### config.mk
export PLATFORM = sky130hd
export DESIGN_NAME = hazard_ctrl
export DESIGN_NICKNAME = d
export VERILOG_FILES = /design/src/rtl/hazard_ctrl.sv
export SDC_FILE = /design/constraint.sdc
export NUM_CORES = 1
export LEC_CHECK = 0
export ABC_CLOCK_PERIOD_IN_PS = 3800
export BUFFER_PORTS_ARGS = -buffer_cell sky130_fd_sc_hd__buf_2
export CORE_ASPECT_RATIO = 1.25
export CORE_MARGIN = 8
export CORE_UTILIZATION = 27
export DETAILED_ROUTE_END_ITERATION = 10
export MAX_ROUTING_LAYER = met4
export PLACE_DENSITY = 0.53
export SYNTH_ARGS = -nofsm -noshare
export SYNTH_HDL_FRONTEND = slang
export SYNTH_SLANG_ARGS = --single-unit
### constraint.sdc
create_clock -name clk -period 3.8 [get_ports clk]
set_input_delay 0.76 -clock clk [delete_from_list [all_inputs] [get_ports clk]]
set_output_delay 0.76 -clock clk [all_outputs]
set_load 0.03 [all_outputs]
### src/rtl/hazard_ctrl.sv
// -----------------------------------------------------------------------------
// hazard_ctrl
//   Pipeline hazard controller beside the ID/EX boundary. Compares decode-stage
//   register indices against a load in EX, watches branch resolution in EX, and
//   holds the front of the pipe while a multi-cycle mult/div op runs.
//   Control outputs are combinational, so they act in the same cycle. The FSM
//   state, the MDU countdown and the statistics counters are registered.
//
// Parameters
//   MDU_LAT   total MDU latency in cycles, issue cycle included (2..255)
//   CNT_W     width of the saturating statistics counters
//
// Ports
//   clk, rst_n               clock, synchronous active-low reset
//   id_rs, id_rt             source register indices of the ID instruction
//   id_uses_rs, id_uses_rt   ID instruction actually reads rs / rt
//   id_mdu_start             ID instruction issues a mult/div
//   ex_mem_read, ex_rt       EX instruction is a load, and its destination
//   ex_branch_taken          branch/jump resolved taken in EX
//   pc_stall, ifid_stall     hold the PC / the if_id register
//   ifid_flush               clear if_id to a nop
//   idex_nop                 insert a bubble into id_ex
//   mdu_busy                 MDU op in flight (state MDU_BUSY)
//   stall_cycles             saturating count of cycles with pc_stall=1
//   flush_count              saturating count of cycles with ifid_flush=1
// -----------------------------------------------------------------------------
module hazard_ctrl #(
  parameter int unsigned MDU_LAT = 4,
  parameter int unsigned CNT_W   = 16
) (
  input  logic             clk,
  input  logic             rst_n,
  input  logic [4:0]       id_rs,
  input  logic [4:0]       id_rt,
  input  logic             id_uses_rs,
  input  logic             id_uses_rt,
  input  logic             id_mdu_start,
  input  logic             ex_mem_read,
  input  logic [4:0]       ex_rt,
  input  logic             ex_branch_taken,
  output logic             pc_stall,
  output logic             ifid_stall,
  output logic             ifid_flush,
  output logic             idex_nop,
  output logic             mdu_busy,
  output logic [CNT_W-1:0] stall_cycles,
  output logic [CNT_W-1:0] flush_count
);

  typedef enum logic {
    RUN      = 1'b0,
    MDU_BUSY = 1'b1
  } state_t;

  localparam logic [7:0] MDU_RELOAD = 8'(MDU_LAT - 2);

  state_t           state_q, state_d;
  logic [7:0]       mdu_cnt_q, mdu_cnt_d;
  logic [CNT_W-1:0] stall_q, flush_q;
  logic             lu_hit;

  // Register $0 is hard-wired to zero, so a load targeting it never creates
  // a real dependency.
  assign lu_hit = ex_mem_read && (ex_rt != 5'd0) &&
                  ((id_uses_rs && (id_rs == ex_rt)) ||
                   (id_uses_rt && (id_rt == ex_rt)));

  // NOTE: every signal written here gets a default first, so no path through
  // the block leaves one unassigned and no latch is inferred.
  always_comb begin
    state_d    = state_q;
    mdu_cnt_d  = mdu_cnt_q;
    pc_stall   = 1'b0;
    ifid_stall = 1'b0;
    ifid_flush = 1'b0;
    idex_nop   = 1'b0;
    mdu_busy   = 1'b0;

    if (rst_n) begin
      mdu_busy = (state_q == MDU_BUSY);

      // An MDU op in flight keeps counting down regardless of what the rest
      // of the pipe does; a branch only changes the front-end controls.
      if (state_q == MDU_BUSY) begin
        if (mdu_cnt_q == 8'd0) state_d = RUN;
        else                   mdu_cnt_d = mdu_cnt_q - 8'd1;
      end

      if (ex_branch_taken) begin
        // Taken branch wins: squash the wrong-path instructions in IF and ID.
        ifid_flush = 1'b1;
        idex_nop   = 1'b1;
      end else if (state_q == MDU_BUSY) begin
        pc_stall   = 1'b1;
        ifid_stall = 1'b1;
        idex_nop   = 1'b1;
      end else if (lu_hit) begin
        // One bubble is enough: next cycle the load has moved on to MEM.
        pc_stall   = 1'b1;
        ifid_stall = 1'b1;
        idex_nop   = 1'b1;
      end else if (id_mdu_start) begin
        // The issue cycle itself flows through; the remaining MDU_LAT-1
        // cycles are spent in MDU_BUSY.
        state_d   = MDU_BUSY;
        mdu_cnt_d = MDU_RELOAD;
      end
    end
  end

  // NOTE: sequential state uses non-blocking assignments so every register
  // samples the pre-edge values, independent of statement order.
  always_ff @(posedge clk) begin
    if (!rst_n) begin
      state_q   <= RUN;
      mdu_cnt_q <= 8'd0;
      stall_q   <= '0;
      flush_q   <= '0;
    end else begin
      state_q   <= state_d;
      mdu_cnt_q <= mdu_cnt_d;
      if (pc_stall && (stall_q != '1))   stall_q <= stall_q + 1'b1;
      if (ifid_flush && (flush_q != '1)) flush_q <= flush_q + 1'b1;
    end
  end

  assign stall_cycles = stall_q;
  assign flush_count  = flush_q;

endmodule
* Yosys cells after proc, flatten, opt, wreduce, memory -nomap -nowiden
Index checks and enable logic that the tools add are counted.
** Cells by class
- Equal/unequal tests :: 4
- Reduce and logical (&&, ||, !) cells :: 9
- Add/subtract/negate cells :: 3
- Multiplexer cells :: 21
** Operator list (number)
- $mux W8 :: 6
- $add A16 B1 Y16 const B :: 2
- $ne A16 B16 Y1 const B :: 2
- $mux W1 :: 15
- $eq A5 B5 Y1 :: 2
- $logic_not A8 Y1 :: 1
- $sub A8 B1 Y8 const B :: 1
- $logic_and A1 B1 Y1 :: 6
- $reduce_bool A5 Y1 :: 1
- $logic_or A1 B1 Y1 :: 1
** Storage, ports and cells
- Word-level logic and storage cells :: 41
- Flip-flop bits (word level) :: 41
- Input bits :: 22

* Depth between registers and ports, before layout
Gate-level depths: netlist (run 1).
- Depth in word-level cells :: 9
- Gate-level depth with buffers :: 8
- Depth with buffers taken out :: 7

* Worst setup path before layout (run 1)
No wires, ideal clock.
- Kind :: input port to output port
- Start :: input ex_rt[1]
- End :: output pc_stall
- Cell stages on the path :: 6
- Arrival :: 2.132 ns
- Required time :: 3.040 ns
- Slack :: 0.908 ns
- Path through :: xnor2_1 -> nand4_1 -> o22ai_2 -> a21oi_4 -> nor2_1 -> buf_4
** Between the ends
- Cells in the longest elaborated chain, start to end :: 8
** RTL lines
- from (decl) :: RTL line 39 : input logic [4:0] ex_rt,
- $eq A5 B5 Y1, on equally long branches :: RTL line 65, 66
- $logic_and A1 B1 Y1, on equally long branches :: RTL line 65, 66
- $logic_or A1 B1 Y1 :: RTL line 65 : ((id_uses_rs && (id_rs == ex_rt)) ||
- $logic_and A1 B1 Y1 * :: RTL line 64 : assign lu_hit = ex_mem_read && (ex_rt != 5'd0) &&
- $mux W1 * (4 in series)
- to (decl) :: RTL line 41 : output logic pc_stall,
Mark *: on every way between the ends. The rest lies on a longest branch, timed or not.

* Worst setup path in the final report (run 1)
- Start :: input ex_rt[1]
- End :: output ifid_stall
** Between the ends
- Cells in the longest elaborated chain, start to end :: 8
** RTL lines
- $eq A5 B5 Y1, on equally long branches :: RTL line 65, 66
- $logic_and A1 B1 Y1, on equally long branches :: RTL line 65, 66
- $logic_or A1 B1 Y1 :: RTL line 65
- $logic_and A1 B1 Y1 * :: RTL line 64
- $mux W1 * :: RTL line 97 : end else if (lu_hit) begin
- $mux W1 * :: RTL line 93 : end else if (state_q == MDU_BUSY) begin
- $mux W1 * :: RTL line 89 : if (ex_branch_taken) begin
- $mux W1 * :: RTL line 79 : if (rst_n) begin
- to (decl) :: RTL line 42 : output logic ifid_stall,
Marks and branches as above.

==> results of run 1 <==
[per-layer routing]
metal  vias up  share of wire  global-route usage
met5         -              0                   -
met4         0          0.020             0.04453
met3         9          0.064             0.02701
met2        49           0.46              0.1771
met1       951           0.46              0.1256
li1       1054              -                   -
[cell families (layout without fill, tap and decap cells)]
kind of cell,after synthesis,in the layout
flip-flops,41,41
AO/OA/AOI/OAI,52,52
buffers and inverters,17,76
multiplexers,3,3
AND/OR/NAND/NOR,115,115
adder cells (fa/ha/maj),4,4
XOR/XNOR,27,27
[area by class of cell]
type                       count  area [um^2]  area share
clock buffer                   7        86.33     0.03259
multi-input combinational    201         1284      0.4846
sequential                    41        820.8      0.3099
inverter                       9        33.78     0.01275
timing repair buffer          60        305.3      0.1153
tap                           95        118.9     0.04487
[worst min-delay path by stage]
| stage | endpoint | slack [ps] | cells after the start |
|---|---|---|---|
| detailed placement | mdu_cnt_q[7] | 470 | 1 |
| floorplan | mdu_cnt_q[7] | 430 | 1 |
| global placement | mdu_cnt_q[7] | 470 | 1 |
| global route | mdu_cnt_q[7] | 490 | 1 |
| CTS | mdu_cnt_q[7] | 480 | 1 |
| finish | mdu_cnt_q[7] | 480 | 1 |
[Yosys cell counts, drive strengths merged, types with 3 or more instances]
cell type  instances
o21a               3
xor2               9
or3                4
nor2              36
o31ai              8
o211ai             5
dfxtp             41
nand2             22
nor3               6
and3               8
o21ai             10
inv                9
ha                 4
nand3             14
clkbuf             6
xnor2             18
a31oi              5
or4                6
mux2i              3
nand4              9
nand2b             3
a21oi             10
[registers in the layout (all words and copies together) (netlist names)]
| name | cells |
|---|---|
| stall_cycles | 16 |
| mdu_cnt_q | 8 |
| flush_count | 16 |
| state_q | 1 |
[power by group through the flow]
stage | Combinational (W) | Clock, W | Sequential, W
floorplan | 0.0000821 | 0 | 0.000462
global placement | 0.000122 | 0 | 0.000460
detailed placement | 0.000123 | 0 | 0.000460
CTS | 0.000124 | 0.000309 | 0.000450
global route | 0.000138 | 0.000327 | 0.000452
finish | 0.000122 | 0.000292 | 0.000450
[worst register-to-register path, delay by kind of cell (launching register included)]
family	cells	cell delay, ps
simple gates	4	1100
flops	1	360
compound gates	2	490
fa+ha+maj	1	230
[stage by stage]
| step | power [W] | std cells | setup WS (ps) |
|---|---|---|---|
| after global placement | 0.0005815 | 406 | 835.4 |
| after global routing | 0.0009159 | 413 | 740.4 |
| after detailed placement | 0.0005828 | 406 | 818.0 |
| final | 0.0008633 | 413 | 820.0 |
| after CTS | 0.0008818 | 413 | 813.7 |
| after floorplan | 0.0005445 | 259 | 908.2 |
==> summary.md, run 1 <==
| Metric | Value |
|---|---|
| Status | complete, no violations |
| Worst setup path end | ifid_stall |
| Wire per inst | 13.80 um |
| Die H | ~120 um |
| Initial drt markers | 81 |
| # nets final | 344 |
| Worst hold path class | register to register |
| Slowest cell on the critical path | or4_4 |
| Synth Area in Compound Gates | 0.1793 |
| DR vias | approximately 2.1k |
| Most frequent CP cell | buf_2 |
| Flop pwr share | 0.521 |
| First-pass GRT wire length | 9.584 mm |
| Setup Skew | 6.391 ps |
| Setup Fix Bufs, Post-CTS | 0 |
| Main combinational cell family by area after synthesis | simple AND/OR/NAND/NOR gates |
| Total GRT Usage | 0.1093 |
| Core Region | approximately 7800 um^2 |
| Type of origin of the critical path | input port |
| Synth Instances | 259 |
| Max_slew headroom | 0.3588 |
| WP buf/inv | 2 |
| VDD IR max | 0.0001700 V |
| Antenna cells | 0 |
| Post-CTS Resized | 0 |
| Final Setup Violations | 0 |
| Crit path launch | ex_rt[1] |
| Drt pass-1 iters | 4 |
| Worst R2R Start | stall_cycles[0] |
| Ratio of cells with drive above 1 in the final layout | 0.2358 |
| H-tree lvl count | 2 |
| Placed cell area | roughly 2600 um^2 |
| Hold Worst Slack | 483.7 ps |
| CTS Sinks | 41 |
| Req. time, crit path | 3040 ps |
| Synth area leaders | dfxtp_1 38%, xnor2_1 7.2%, nor2_1 6.2%, nand2_1 3.6%, xor2_1 3.6% |
| Family with the most delay on the worst path | simple AND/OR/NAND/NOR gates |
| Worst-case clock buffer depth | 2 |
| Setup TNS | 0 ps |
| Most frequent cells in the layout | 58 x buf_2, 41 x dfxtp_1, 36 x nor2_1 |
| Residual DRC | 0 |
| Crit-path cells | buf_2 > or4_4 > o21a_1 > a21oi_4 > nor2_1 > buf_2 |
| CP Class | input port to primary output |
| CP arrival | 2220 ps |
| Max Clk Rate | 335.6 MHz |
| Skew-Pair Late Insertion Delay | around 290 ps |
| Cell variety after synth | 46 |
| Number of hold violations in the final report | 0 |
| Initial antenna violation count | 0 |
| P_int | 0.0006315 W |
| Switching power | 0.0002318 W |
| Port bufs | between 50 and 60 |
| RSZ-0062 raised after global routing | no |
| GP Congestion | 0.7789 |
| Area leader, netlist | dfxtp_1 |
| Clock power frac | 0.338 |
| R2r setup slk | 1550 ps |
| Largest net degree at the start of global routing | 29 |
| Die area | 11210 um^2 |
| Worst-path maximum fanout | 10 |
| Syn_area_per_cell | 8.406 um^2 |
| CTS tree | built |
| Final min period | 2980 ps |
| Synth Area in Adders | 0.02299 |
| Fin crit share | 0.7842 |
| HPWL after DPL | 4.343 mm |
| Worst Reg-to-Reg Cells | 7 |
| Ports | 59 |
| Pleak | roughly 1.1 nW |
| Total grt overflow | 0 |
| Worst path max stage delay | 540 ps |
| Cts hold-fix bufs | 0 |
| Clock transition at the registers of the reported paths | roughly 70 ps |
| Fill cells | between 800 and 900 |
| Ys async rst share | 0 |
| Worst Tran Pin Value | 957.4 ps |
| Num CTS Buffers | 5 |
| Seq/Total Area, Yosys | 0.3770 |
| # rows | 36 |
| Comb pwr share | 0.141 |
| Commonest non-fill, non-tap cell in the layout | buf_2 |
| Layout Utilization | 0.3399 |
| Reg-to-Reg End | stall_cycles[5] |
| Post-synth top area share | 0.3770 |
| Top FF cell, synth | dfxtp_1 |
| Drt total wl | 5.701 mm |
| Clk root buf | clkbuf_8 |
| Worst path depth | 6 |
| Pwr/cell area | between 300 and 400 nW/um^2 |
| Max-Cap Viols | 0 |
| Final instance area | 2649 um^2 |
| Netlist Area Pre-Place | approximately 2200 um^2 |
| Post-synthesis mux area share | 0.01379 |
| Simple-gate share of the synthesized area | 0.2649 |
| Starting Density | 0.2794 |
| FF+latch count, synth | 41 |
| Switching Fraction | 0.2685 |
| Slew Viols, Final | 0 |
| Chip width | ~96 um |
| Setup crit end kind | primary output |
| ANT nets after route | 0 |
| Area Growth Syn to Fin | 21.67% |
| YS warnings | 0 |
| Vias in the first global route | 2080 |
| HP Start | mdu_cnt_q[7] |
| Xor/xnor share of the synthesized area | 0.1086 |
| Syn nets | 285 |
| DR vias/cell | between 4 and 5 |
| Post-synth EDFFs | 0 |
No activity file was read; power rests on OpenSTA's default activity.
==> run 2: changes to the inputs <==
--- a/config.mk
+++ b/config.mk
@@ -5,14 +5,15 @@
 export SDC_FILE = /design/constraint.sdc
 export NUM_CORES = 1
 export LEC_CHECK = 0
-export ABC_CLOCK_PERIOD_IN_PS = 3800
+export ABC_AREA = 1
+export ABC_CLOCK_PERIOD_IN_PS = 2800
 export BUFFER_PORTS_ARGS = -buffer_cell sky130_fd_sc_hd__buf_2
 export CORE_ASPECT_RATIO = 1.25
 export CORE_MARGIN = 8
 export CORE_UTILIZATION = 27
 export DETAILED_ROUTE_END_ITERATION = 10
 export MAX_ROUTING_LAYER = met4
-export PLACE_DENSITY = 0.53
+export PLACE_DENSITY = 0.52
 export SYNTH_ARGS = -nofsm -noshare
 export SYNTH_HDL_FRONTEND = slang
 export SYNTH_SLANG_ARGS = --single-unit
==> constraint.sdc (replaced) <==
create_clock -name clk -period 2.8 [get_ports clk]
set_input_delay 0.56 -clock clk [delete_from_list [all_inputs] [get_ports clk]]
set_output_delay 0.56 -clock clk [all_outputs]
set_load 0.03 [all_outputs]
==> run 2 against run 1 <==
Effect of this change:
- cell count rose by 37%
- global-route usage rose by 0.53 points
- register-to-register slack worse by 790 ps
- non-clock buffer count rose by 3
- flip-flop and latch count unchanged
- combinational power increased by 39%
- die area is 12% higher
- clock skew is 4.3 ps lower
- wire length up 19%
- highest routed layer unchanged
==> summary.md, run 2 <==
| Metric | Value |
|---|---|
| Status | complete, no violations |
| Starting Density | 0.2753 |
| Num CTS Buffers | 5 |
| Setup Skew | 2.083 ps |
| First-pass GRT wire length | 11.38 mm |
| Hold Worst Slack | 462.2 ps |
| Placed insts | around 560 |
| Port bufs | 58 |
| Initial antenna violation count | 0 |
| Setup Fix Bufs, Post-CTS | 0 |
| Area Growth Syn to Fin | 22.46% |
| Ratio of cells with drive above 1 in the final layout | 0.1869 |
| Max Clk Rate | 437.7 MHz |
| Residual DRC | 0 |
| Worst hold path class | register to register |
| # nets final | 469 |
| Largest net degree at the start of global routing | 18 |
| Synth area leaders | dfxtp_1 33%, nand2_1 16%, a21oi_1 7.7%, inv_1 6.3%, nor2_1 5.6% |
| Core Region | 9027 um^2 |
| Post-synth EDFFs | 0 |
| Chip width | 101.8 um |
| Setup crit end kind | primary output |
| Top FF cell, synth | dfxtp_1 |
| Max-Cap Viols | 0 |
| HPWL after DPL | about 5.2 mm |
| Most common cell in the synthesized netlist | nand2_1 |
| Die H | 123.3 um |
| VDD IR max | 0.0002150 V |
| Worst path max stage delay | 230 ps |
| Cts hold-fix bufs | 0 |
| WP buf/inv | 3 |
| Post-CTS Resized | 0 |
| CP arrival | 1720 ps |
| Post-Layout Cell Count | 567 |
| Req. time, crit path | 2240 ps |
| R2r setup slk | 760 ps |
| Pwr/cell area | 433.7 nW/um^2 |
| Most frequent cells in the layout | 105 x nand2_1, 58 x buf_2, 42 x inv_1 |
| DR vias/cell | between 4 and 5 |
| Wire per inst | 11.98 um |
| Initial drt markers | between 100 and 150 |
| Total grt overflow | 0 |
| Syn_area_per_cell | 6.471 um^2 |
| Worst-case clock buffer depth | 2 |
| RSZ-0062 raised after global routing | no |
| FF+latch count, synth | 41 |
| Pleak | 1.385 nW |
| Drt pass-1 iters | 4 |
| Number of hold violations in the final report | 0 |
| Synth Instances | 384 |
| Drt total wl | 6.795 mm |
| Clock transition at the registers of the reported paths | 60 ps |
| Seq/Total Area, Yosys | 0.3303 |
| Netlist Area Pre-Place | about 2500 um^2 |
| Layout Utilization | 0.3371 |
| GP Congestion | approximately 0.84 |
| Fill cells | 1015 |
| Max_slew headroom | 0.6687 |
| Type of origin of the critical path | input port |
| Most frequent CP cell | nand2_1 |
| Post-synth top area share | 0.3303 |
| YS warnings | 0 |
| DR vias | 2609 |
| Area leader, netlist | dfxtp_1 |
| Antenna cells | 0 |
| Slowest cell on the critical path | buf_2 |
| Commonest cells in the netlist | 105 x nand2_1, 42 x inv_1, 41 x dfxtp_1 |
| CP Class | input port to primary output |
| Worst-path maximum fanout | 4 |
| Ports | 59 |
| ANT nets after route | 0 |
| Skew-Pair Late Insertion Delay | ~270 ps |
| Final min period | 2285 ps |
| # rows | 39 |
| Worst Tran Pin Value | about 500 ps |
| Clk root buf | clkbuf_16 |
| Ys async rst share | 0 |
| Total GRT Usage | 0.1145 |
| Commonest non-fill, non-tap cell in the layout | nand2_1 |
| Cell variety after synth | 28 |
| Crit-path cells | buf_2 > inv_2 > nand2_1 > nand2_1 > nor2_1 > nand3_1 > nand2_1 > nand2_1 > nand2_2 > nand2_1 > nor2_1 > buf_2 |
| Final Setup Violations | 0 |
| Fin crit share | 0.8159 |
| H-tree lvl count | 2 |
| Family with the most delay on the worst path | simple AND/OR/NAND/NOR gates |
| Vias in the first global route | ~2.5k |
| CTS tree | built |
| Setup TNS | 0 ps |
| Syn nets | 410 |
| Slew Viols, Final | 0 |
| Die area | approximately 13000 um^2 |
| CTS Sinks | between 40 and 50 |
run 2: final cells by class:
| type | instances | area (um^2) | area share |
|---|---|---|---|
| Multi-Input combinational cell | 281 | 1413 | 0.4642 |
| Inverter | 51 | 191.4 | 0.06291 |
| Clock buffer | 8 | 136.4 | 0.04482 |
| Sequential cell | 41 | 820.8 | 0.2697 |
| Timing Repair Buffer | 63 | 327.8 | 0.1077 |
| Tap cell | 123 | 153.9 | 0.05058 |
run 2: final timing paths:
kind / startpoint / to / cells after the start
hold / removal: flush_count[12] / flush_count[12] / 2
setup reg to reg: flush_count[0] / flush_count[14] / 11
hold reg to reg: flush_count[12] / flush_count[12] / 2
setup / recovery: ex_rt[4] / ifid_stall / 12
run 2: kinds of logic after synthesis:
group,Yosys count,synth area share
AND/OR/NAND/NOR,201,0.3630
buffers and inverters,62,0.1012
AO/OA/AOI/OAI,56,0.1148
flip-flops,41,0.3303
XOR/XNOR,20,0.07049
adder cells (fa/ha/maj),4,0.02014
run 2: power by group:
| group | total (W) | internal, W | switching (W) |
|---|---|---|---|
| Clock | 0.000547 | 0.000332 | 0.000215 |
| Combinational | 0.000170 | 0.0000598 | 0.000110 |
| Sequential | 0.000603 | 0.000593 | 0.00000930 |
| Total | 0.00132 | 0.000985 | 0.000335 |
run 2: through the flow:
stage	instance area (um^2)	setup WS [ps]	total power (W)
after global placement	2907	518.2	0.0007873
after global routing	3043	324.9	0.001388
after detailed placement	2907	479.0	0.0007873
final	3043	515.4	0.001320
after CTS	3043	473.3	0.001344
after floorplan	2485	164.2	0.0007326
run 2: layer usage:
layer / vias to the layer above / routed length, um / share of wire / GRT usage
met5: - / 0 / 0 / -
li1: 1361 / - / - / -
met3: 4 / 249 / 0.037 / 0.02141
met1: 1195 / 3052 / 0.45 / 0.1233
met2: 49 / 3420 / 0.50 / 0.2028
met4: 0 / 73 / 0.011 / 0.04295
run 2: worst reg2reg max path: stages, from the launching register on:
cell	delay, ps
dfxtp_1	420
ha_1	200
nand2_1	90
inv_1	70
nand3_1	100
nor2_1	240
nand2_1	80
nand2_1	320
inv_2	170
nand3_1	130
o21ai_0	80
nor2_1	100
==> run 3: changes to the inputs <==
--- a/config.mk
+++ b/config.mk
@@ -6,7 +6,7 @@
 export NUM_CORES = 1
 export LEC_CHECK = 0
 export ABC_AREA = 1
-export ABC_CLOCK_PERIOD_IN_PS = 2800
+export ABC_CLOCK_PERIOD_IN_PS = 2200
 export BUFFER_PORTS_ARGS = -buffer_cell sky130_fd_sc_hd__buf_2
 export CORE_ASPECT_RATIO = 1.25
 export CORE_MARGIN = 8
==> constraint.sdc (replaced) <==
create_clock -name clk -period 2.2 [get_ports clk]
set_input_delay 0.44 -clock clk [delete_from_list [all_inputs] [get_ports clk]]
set_output_delay 0.44 -clock clk [all_outputs]
set_load 0.03 [all_outputs]
==> run 3 against run 2 <==
Effect of this change:
- via count fell by 0.77%
- critical path depth decreased by 1
- non-clock buffer count grew 2
- global-route usage barely moved
- total power up 46%
- largest power group is now clock
- cell count rose by 0.35%
- sequential power is 27% higher
- clock power rose by 73%
- utilization is 0.85 points higher
- combinational power increased by 29%
- register-to-register slack got worse by 520 ps
- hold slack improved by 11 ps
==> summary.md, run 3 (same netlist as run 2, synthesis figures left out) <==
| Metric | Value |
|---|---|
| Worst-case clock buffer depth | 2 |
| Setup TNS | 0 ps |
| Cts hold-fix bufs | 0 |
| Worst hold path class | register to register |
| Vias in the first global route | 2544 |
| CTS tree | built |
| Setup Skew | roughly 4.9 ps |
| Hold depth | 2 |
| Req. time, crit path | 1760 ps |
| DR vias | 2589 |
| Post-Layout Cell Count | around 570 |
| Largest net degree at the start of global routing | 29 |
| Core Region | around 9000 um^2 |
| # rows | 39 |
| CP arrival | 1530 ps |
| Commonest non-fill, non-tap cell in the layout | nand2_1 |
| Clock transition at the registers of the reported paths | 60 ps |
| Fill cells | 987 |
| GP Congestion | 0.8473 |
| Starting Density | 0.2753 |
| Num CTS Buffers | 5 |
| ANT nets after route | 0 |
| Residual DRC | 0 |
| Multi-input gate area | ~1400 um^2 |
| H-tree lvl count | 2 |
| CP Class | input port to primary output |
| Die H | 123.3 um |
| Fin crit share | 0.8969 |
| Hold EP | flush_count[8] |
| Register area | 820.8 um^2 |
| Setup crit end kind | primary output |
| Slew Viols, Final | 0 |
| Type of origin of the critical path | input port |
| HP Start | flush_count[8] |
| Total GRT Usage | 0.1145 |
| HPWL after DPL | 5.286 mm |
| CTS Sinks | 41 |
| R2r setup slk | roughly 240 ps |
| Clk root buf | clkbuf_16 |
| Worst Reg-to-Reg Cells | 11 |
| Max-Cap Viols | 0 |
| Reg-to-Reg End | flush_count[3] |
| Area Growth Syn to Fin | 25.53% |
| Max Clk Rate | 506.8 MHz |
| Antenna cells | 0 |
| Placed insts | around 560 |
| Post-CTS Resized | 0 |
| Worst R2R Start | flush_count[1] |
| Number of hold violations in the final report | 0 |
| Max_slew headroom | 0.1656 |
| Ports | ~60 |
| VDD IR max | around 0.00037 V |
| Worst-path maximum fanout | 4 |
| First-pass GRT wire length | 11.50 mm |
| Total grt overflow | 0 |
| Drt pass-1 iters | 4 |
| DR vias/cell | about 4.6 |
| Ratio of cells with drive above 1 in the final layout | 0.1996 |
| Port bufs | 58 |
| Initial antenna violation count | 0 |
| Worst Tran Pin Value | 1247 ps |
| Final Setup Violations | 0 |
| Skew-Pair Late Insertion Delay | 280 ps |
| Drt total wl | 6.909 mm |
| RSZ-0062 raised after global routing | no |
| Most frequent cells in the layout | 105 x nand2_1, 58 x buf_2, 42 x inv_1 |
| Initial drt markers | 96 |
| Chip width | 101.8 um |
| Setup Fix Bufs, Post-CTS | 0 |
| Pwr/cell area | roughly 600 nW/um^2 |
| Wire per inst | about 12 um |
| Pleak | 1.423 nW |
| Final min period | 1973 ps |
| Die area | 12550 um^2 |
| # nets final | 471 |
| Status | complete, no violations |
[run 3: cell types whose count changed in the layout (fill, tap and decap cells not counted)]
cell,change
clkbuf_1,-3
buf_4,+2
bufinv_16,+2
clkinv_2,+1
nor2_1,-1
nor2_4,+1
[run 3: routing by layer]
metal / GRT usage / vias to the layer above / routed length, um
met3: 0.02423 / 9 / 264
li1: - / 1365 / -
met5: - / - / 0
met1: 0.1330 / 1171 / 3177
met4: 0.02894 / 0 / 76
met2: 0.1950 / 44 / 3391
[run 3: final cells by class]
type                    count  share of cell area
inverters                  51             0.06137
clock inverters             3             0.02086
well taps                 123             0.04934
repair buffers             65              0.1099
multi-input cells         281              0.4553
flip-flops and latches     41              0.2631
clock buffers               5             0.04011
[run 3: worst max-delay path, cell delays in order]
cell	delay [ps]
buf_2	120
nand2_1	60
nand2_1	50
nor2_1	110
nand3_1	90
nand2_1	70
nand2_1	120
nand2_2	90
nand2_1	90
nor2_4	90
buf_2	200
[run 3: worst max path at each step]
| stage | from | endpoint | slack (ps) | depth (start not counted) |
|---|---|---|---|---|
| floorplan | ex_rt[3] | pc_stall | 70 | 12 |
| global placement | rst_n | stall_cycles[1] | 30 | 6 |
| detailed placement | rst_n | stall_cycles[1] | 8 | 6 |
| CTS | ex_rt[0] | ifid_stall | 200 | 11 |
| global route | flush_count[1] | flush_count[5] | 30 | 12 |
| finish | ex_rt[0] | ifid_stall | 230 | 11 |
[run 3: per-stage QoR]
stage | cell area [um^2] | utilization | power, W | worst slack [ps] | hold WS, ps
final | 3119 | 0.3455 | 0.001929 | 226.7 | 473.0
after global routing | 3119 | 0.3455 | 0.002015 | 32.59 | 494.9
after CTS | 3119 | 0.3455 | 0.001957 | 202.5 | 477.0
after detailed placement | 2929 | 0.3245 | 0.001003 | 8.180 | 465.8
after global placement | 2929 | 0.3245 | 0.001001 | 25.24 | 447.0
after floorplan | 2492 | - | 0.0009337 | 68.85 | 472.7
[run 3: power breakdown]
group,internal [W],switching (W),leakage [nW]
clock,0.000648,0.000297,0.0938
combinational,0.0000775,0.000141,0.998
sequential,0.000755,0.0000102,0.331
